### src/rtl/uart_tx_bridge.sv
// Byte FIFO feeding an 8N1 UART transmitter; the core pushes bytes with uart_we,
// and the FSM drains them back-to-back with no idle gap between frames.
module uart_tx_bridge #(
    parameter int CLK_DIV   = 868,
    parameter int FIFO_LOG2 = 4
) (
    input  logic                 clk,
    input  logic                 reset,
    input  logic                 uart_we,
    input  logic [31:0]          uart_dout,
    output logic                 txd,
    output logic                 busy,
    output logic [FIFO_LOG2:0]   fifo_count,
    output logic                 overflow
);
    localparam int DEPTH = 2 ** FIFO_LOG2;

    localparam logic [1:0] IDLE  = 2'd0;
    localparam logic [1:0] START = 2'd1;
    localparam logic [1:0] DATA  = 2'd2;
    localparam logic [1:0] STOP  = 2'd3;

    localparam logic [15:0]          BAUD_LAST  = 16'(CLK_DIV - 1);
    localparam logic [FIFO_LOG2:0]   FULL_COUNT = (FIFO_LOG2 + 1)'(DEPTH);
    localparam logic [FIFO_LOG2:0]   CNT_ONE    = (FIFO_LOG2 + 1)'(1);
    localparam logic [FIFO_LOG2-1:0] PTR_ONE    = FIFO_LOG2'(1);

    logic [7:0]           mem [DEPTH];
    logic [FIFO_LOG2-1:0] wr_ptr;
    logic [FIFO_LOG2-1:0] rd_ptr;
    logic [1:0]           state;
    logic [15:0]          baud_cnt;
    logic [2:0]           bit_idx;
    logic [7:0]           shift;
    logic                 baud_last;
    logic                 fifo_empty;
    logic                 fifo_full;
    logic                 pop;
    logic                 push;
    logic                 unused_dout_hi;

    assign unused_dout_hi = ^uart_dout[31:8];

    assign baud_last  = (baud_cnt == BAUD_LAST);
    assign fifo_empty = (fifo_count == '0);
    assign fifo_full  = (fifo_count == FULL_COUNT);
    // The FSM takes the head byte either from idle or on the last stop-bit cycle.
    assign pop  = !fifo_empty && ((state == IDLE) || ((state == STOP) && baud_last));
    // A simultaneous pop frees a slot, so a push into a full FIFO still lands.
    assign push = uart_we && (!fifo_full || pop);
    assign busy = (state != IDLE) || !fifo_empty;

    always_ff @(posedge clk) begin
        if (reset) begin
            wr_ptr     <= '0;
            rd_ptr     <= '0;
            fifo_count <= '0;
            overflow   <= 1'b0;
        end else begin
            if (push) wr_ptr <= wr_ptr + PTR_ONE;
            if (pop)  rd_ptr <= rd_ptr + PTR_ONE;
            case ({push, pop})
                2'b10:   fifo_count <= fifo_count + CNT_ONE;
                2'b01:   fifo_count <= fifo_count - CNT_ONE;
                default: ;
            endcase
            if (uart_we && !push) overflow <= 1'b1;
        end
    end

    always_ff @(posedge clk) begin
        if (push) mem[wr_ptr] <= uart_dout[7:0];
    end

    always_ff @(posedge clk) begin
        if (pop) begin
            shift <= mem[rd_ptr];
        end else if ((state == DATA) && baud_last) begin
            shift <= {1'b0, shift[7:1]};
        end
    end

    // txd is loaded with the level of the state being entered, so it is a pure flop output.
    always_ff @(posedge clk) begin
        if (reset) begin
            state    <= IDLE;
            baud_cnt <= '0;
            bit_idx  <= '0;
            txd      <= 1'b1;
        end else begin
            baud_cnt <= baud_last ? '0 : baud_cnt + 16'd1;
            case (state)
                IDLE: begin
                    baud_cnt <= '0;
                    if (pop) begin
                        state <= START;
                        txd   <= 1'b0;
                    end
                end
                START: begin
                    if (baud_last) begin
                        state   <= DATA;
                        bit_idx <= '0;
                        txd     <= shift[0];
                    end
                end
                DATA: begin
                    if (baud_last) begin
                        if (bit_idx == 3'd7) begin
                            state <= STOP;
                            txd   <= 1'b1;
                        end else begin
                            bit_idx <= bit_idx + 3'd1;
                            txd     <= shift[1];
                        end
                    end
                end
                STOP: begin
                    if (baud_last) begin
                        if (pop) begin
                            state <= START;
                            txd   <= 1'b0;
                        end else begin
                            state <= IDLE;
                            txd   <= 1'b1;
                        end
                    end
                end
                default: state <= IDLE;
            endcase
        end
    end
endmodule

### config.mk
export PLATFORM = sky130hd
export DESIGN_NAME = uart_tx_bridge
export DESIGN_NICKNAME = d
export VERILOG_FILES = /design/src/rtl/uart_tx_bridge.sv
export SDC_FILE = /design/constraint.sdc
export NUM_CORES = 1
export LEC_CHECK = 0
export CAP_MARGIN = 20
export CORE_MARGIN = 2
export CORE_UTILIZATION = 40
export DETAILED_ROUTE_END_ITERATION = 8
export SETUP_SLACK_MARGIN = 0.02
export SLEW_MARGIN = 20
export SYNTH_ARGS = -nofsm -noshare
export SYNTH_HDL_FRONTEND = slang
export SYNTH_SLANG_ARGS = --single-unit
### constraint.sdc
create_clock -name clk -period 4.5 [get_ports clk]
set_input_delay 0.9 -clock clk [delete_from_list [all_inputs] [get_ports clk]]
set_output_delay 0.9 -clock clk [all_outputs]
set_load 0.01 [all_outputs]
# Word level (Yosys, flattened, before mapping)
# Memory sizes are Yosys's and may differ from the RTL's. A register that Yosys moved wholly into a read port is not among the register bits.
# Index checks and enable logic that the tools add are counted.
[word_totals] reg_bits=44 ram_bits=128 inputBits=35 output_inout_bits=8 wordCells=76 mem_count=1
[op_classes] n_addsub=6 eq_ne=14 muxes=25 n_reduce_logical=21
[mem_list] name="mem" depth=16 word_bits=8 rd=1 rd_clocked_by_memory_dff=1 write_ports=1 line="28" text="logic [7:0] mem [DEPTH];"
[ops] op="16-bit by 1-bit adder with 16-bit output (second input constant)" count=1
[ops] op="16-bit by 10-bit equality test with 1-bit output (second input constant)" count=1
[ops] op="8-bit two-way mux" count=2
[ops] op="2-bit two-way mux" count=5
[ops] op="2-bit != test (second input constant)" count=5
[ops] op="5-bit case mux with 2 select lines" count=1
[ops] op="1-bit two-way mux" count=9
[ops] op="3-bit two-way mux" count=3
[ops] op="4-bit by 1-bit adder with 4-bit output (second input constant)" count=2
[ops] op="4-bit two-way mux" count=2
[ops] op="2-bit case mux with 4 select lines" count=1
[ops] op="4-bit AND reduction" count=2
[ops] op="2-bit nonzero test" count=4
[ops] op="2-bit equality test (second input constant)" count=3
[ops] op="3-bit case mux with 2 select lines" count=1
[ops] op="5-bit by 1-bit adder with 5-bit output (second input constant)" count=1
[ops] op="5-bit equality test (second input constant)" count=1
[ops] op="1-bit logical AND" count=5
[ops] op="5-bit logical NOT" count=1
[ops] op="5-bit AND reduction" count=1
[ops] op="5-bit by 1-bit subtractor with 5-bit output (second input constant)" count=1
[ops] op="2-bit by 1-bit equality test with 1-bit output (second input constant)" count=2
[ops] op="1-bit case mux with 4 select lines" count=1
[ops] op="3-bit by 1-bit adder with 3-bit output (second input constant)" count=1
[ops] op="other kinds (6)" count=10

# Longest topological paths before layout
[depth] word_depth=8 mapped_depth=12 depth_no_buf=11

# Least setup slack after synthesis
# OpenSTA, ideal clock, no wires.
[synth_path] kind="register -> register" from="register baud_cnt[0]" to="register fifo_count[4]" setup_time_ns=0.071 arrival_ns=2.525 required_time_ns=4.429 slack_ns=1.904 stages_incl_launch_ff=12 path_buffers=1 cell_sequence="dfxtp_1 > ha_1 > nor4b_1 > and4_1 > buf_2 > o211ai_1 > inv_1 > ha_1 > a21oi_1 > a21oi_1 > a221o_1 > a21oi_1"
[synth_between] elab_chain_len=8
[synth_rtl] item="start: declaration" line="32" text="logic [15:0] baud_cnt;"
[synth_rtl] item="start signal: assignment" line="91" text="baud_cnt <= baud_last ? '0 : baud_cnt + 16'd1;"
[synth_rtl] item="16-bit by 10-bit equality test with 1-bit output *" line="44" text="assign baud_last = (baud_cnt == BAUD_LAST);"
[synth_rtl] item="1-bit logical AND *" line="48" text="assign pop = !fifo_empty && ((state == IDLE) || ((state == STOP) && baud_last));"
[synth_rtl] item="1-bit logical OR *" line="48"
[synth_rtl] item="1-bit logical AND *" line="48"
[synth_rtl] item="1-bit logical OR" line="50" text="assign push = uart_we && (!fifo_full || pop);"
[synth_rtl] item="1-bit logical AND" line="50"
[synth_rtl] item="2-bit by 1-bit equality test with 1-bit output or 2-bit equality test (tied branches)" line="62" text="case ({push, pop})"
[synth_rtl] item="5-bit case mux with 2 select lines or 2-bit nonzero test (tied branches)"
[synth_rtl] item="end signal: assignment" line="63" text="2'b10: fifo_count <= fifo_count + CNT_ONE;"
[synth_rtl] item="end signal: assignment" line="64" text="2'b01: fifo_count <= fifo_count - CNT_ONE;"
[synth_rtl] item="end: declaration" line="13" text="output logic [FIFO_LOG2:0] fifo_count,"
# Mark *: on every way between the ends. The rest lies on a longest branch, timed or not.
# A chain may end at the register's enable or synchronous reset.

# Worst setup path after layout
# Same ends and word-level chain as after synthesis.

==> flow_summary.toml <==
[status]
status = "complete, no violations"

[placed_design]
finalWeightedCongestion = 0.851
numPortBuffers = 18
hpwl_um = 9310

[synthesis]
yosysSeqAreaShare_pct = 65.8
ys.flop_type = "edfxtp_1"
yosysWarningCount = 0
synthCells = 483
syn_area_um2 = 7430
synth_area_leaders = "edfxtp_1 (55%), dfxtp_1 (11%), mux4_2 (5.8%)"
ys_ff_latch = 176
syn_nets = 535
synth_edf_count = 136
yosysTopAreaCell = "edfxtp_1"
netlist.area_leader.share_pct = 55.0
synth_cell_types = 51
postSynthAreaPerCell_um2 = 15.4
async_flop_share_pct = 0

[cts]
clkSinkCount = 176
cts_tree = "done"
cts_buffers = 17
ctsRootBufferMaster = "clkbuf_16"
clockBufferDepth = 2
clk_latency_ps = 430
cts_max_level = 4
cts_setup_buffers = 0
path_clk_slew_ps = 60
cts_resized = 0
cts_hold_buffers = 0

[worst_setup_path]
arrival_ps = 3500
reg2reg_from = "baud_cnt[0]"
ff2ff_path_depth = 11
crit_fanout = 8
required_ps = 4860
rrSetupSlack_ps = 1360
crit_top_cell = "a21oi_1"
critPathMaxStageDelay_ps = 460
crit_chain = "ha_1, nor4b_1, and4_1, o211ai_1, inv_1, fa_1, nand3_1, a21oi_1, nor2_1, a221o_1, a21oi_1"
crit_path_start_kind = "flip-flop"
critical_path_class = "flip-flop to flip-flop"
reg2reg_to = "fifo_count[4]"
critPathCaptureType = "flip-flop"
crit_slowest_cell = "nor4b_1"
critPathLaunch = "baud_cnt[0]"

[finish]
area_growth_pct = 13.5
final_util_pct = 46.6
antenna_cells = 0
nNetsFinal = 557
n_fill_cell = 1494
drive_above_1_share_pct = 14.1

[hold_path]
hold_path.class = "flip-flop to flip-flop"
min_to = "baud_cnt[0]"
hp-start = "baud_cnt[0]"
holdPathStages = 1

[grt]
grtUsageTotal_pct = 15.5
grt-ovfl-total = 0
grt_pass1_wl_um = 22800
grt_max_degree = 27
grt_antenna_before_repair = 0
grt_pass1_vias = 4094

[timing]
skew_ps = 9.62
relSlewSlack_pct = 36.7
worstMarginPinSlew_ps = 948
fmax_mhz = 319
rsz0062_at_grt = "no"
min_period_ps = 3140
finalSetupViolations = 0
fin_crit_sh_pct = 69.7
fin_setup_tns_ps = 0
finalHoldViolations = 0
drv_slew = 0

[pwr]
powerDensity_nw_per_um2 = 554
p_leak_nw = 2.84
ir_drop_mv = 0.301

[die]
coreArea_um2 = 18100
rows = 49
chipWidth_um = 140
start_util_pct = 41.1
design.die.area_um2 = 19700
die_y_um = 140
io_pins = 43

[route]
vias = 4046
drc = 0
dr.pass1.iters = 4
routed_wirelength_um = 14100
dr.first_iter.drc_count = 263
wire_per_inst_um = 18.9
ant_nets = 0
routed_via_density = 5.42

[run]
drv_cap = 0
per-layer routing:
layer	share of wire (%)	GRT usage, %	vias to the layer above	wire, um
met5	0	0	-	0
met4	1.6	6.49	0	224
met3	4.3	3.28	16	602
met2	49	24.7	67	6850
met1	46	20.9	2041	6440
li1	-	-	1922	-
cells in the mapped netlist (2+ instances only):
master / number
nor3_1: 10
dfxtp_1: 40
mux4_2: 19
inv_1: 11
nand4_1: 5
o21ai_0: 16
buf_2: 6
o221ai_1: 5
a22oi_1: 4
nor4b_1: 2
nor2_1: 34
o211ai_1: 2
ha_1: 16
nor2b_1: 10
a221oi_1: 6
mux2i_1: 3
o31ai_1: 2
nand2b_1: 11
and3_1: 16
nand2_1: 22
or2_2: 2
xor2_1: 13
nand3_1: 11
nor4_1: 4
and4_1: 3
mux4_1: 11
a21o_1: 2
edfxtp_1: 136
or3_1: 2
mux2_2: 13
and2_1: 2
xnor2_1: 7
clkbuf_1: 8
a21oi_1: 12
cells by family after synthesis:
| kind of cell | Yosys count | synth area share (%) |
|---|---|---|
| XOR/XNOR | 20 | 2.36 |
| buffers and inverters | 29 | 1.94 |
| adder cells (fa/ha/maj) | 17 | 2.96 |
| AO/OA/AOI/OAI | 57 | 5.12 |
| multiplexers | 46 | 12.0 |
| AND/OR/NAND/NOR | 138 | 9.82 |
| flip-flops | 176 | 65.8 |
registers in the layout, summed over array words and instances (netlist names), named ones only:
signal,flops
fifo_count,5
txd,1
rd_ptr,4
state,2
mem,128
baud_cnt,16
shift,8
bit_idx,3
overflow,1
wr_ptr,4
placed cells by master, fill, tap and decap left out, types with 6 or more instances in the layout:
| master | synthesis | final |
|---|---|---|
| nand2_1 | 22 | 22 |
| nand2b_1 | 11 | 11 |
| nor2_1 | 34 | 34 |
| nor3_1 | 10 | 9 |
| nor2b_1 | 10 | 10 |
| nand3_1 | 11 | 11 |
| xnor2_1 | 7 | 7 |
| mux2_2 | 13 | 13 |
| xor2_1 | 13 | 13 |
| clkdlybuf4s50_1 | 0 | 18 |
| a21oi_1 | 12 | 12 |
| mux4_1 | 11 | 11 |
| edfxtp_1 | 136 | 136 |
| mux4_2 | 19 | 19 |
| o21ai_0 | 16 | 16 |
| a221oi_1 | 6 | 6 |
| and3_1 | 16 | 16 |
| clkbuf_16 | 0 | 17 |
| dfxtp_1 | 40 | 39 |
| ha_1 | 16 | 16 |
| inv_1 | 11 | 11 |
report_power, final:
group          total [mW]  switching (mW)  internal (mW)
clock                1.52           0.634          0.887
sequential           2.03           0.122           1.91
combinational        1.11           0.595          0.519
area by class of cell:
type                            instances  area [um2]  area share, %
Tap cell                              229         287           3.40
Multi-Input combinational cell        278        2400           28.5
Clock inverter                         13         175           2.08
Clock buffer                           19         433           5.14
Inverter                               11        41.3          0.490
Sequential cell                       176        4890           58.0
Timing Repair Buffer                   21         203           2.40
through the flow:
step / hold slack (ps) / setup slack, ps / total power [mW] / area [um2] / instances
finish: 476 / 1360 / 4.67 / 8430 / 747
detailed placement: 464 / 1180 / 3.20 / 7820 / 715
CTS: 479 / 1370 / 4.71 / 8430 / 747
global route: 491 / 1010 / 4.91 / 8430 / 747
floorplan: 430 / 1900 / 2.89 / 7430 / 483
global placement: 444 / 1250 / 3.16 / 7820 / 715
worst max-delay path: cells and delay by family, from the launching register on:
family                   cells  cell delay, ps
flip-flops                   1             380
adder cells (fa/ha/maj)      2             490
AND/OR/NAND/NOR              4            1110
buffers and inverters        1             260
AO/OA/AOI/OAI                4             840
worst max-delay path by stage:
| stage | to | slack [ps] |
|---|---|---|
| 2_1_floorplan | fifo_count[4] | 1900 |
| 3_3_place_gp | fifo_count[4] | 1250 |
| 3_5_place_dp | fifo_count[4] | 1180 |
| 4_1_cts | busy | 1370 |
| 5_1_grt | fifo_count[4] | 1010 |
| 6_report | fifo_count[4] | 1360 |
No activity file was read; power rests on OpenSTA's default activity.
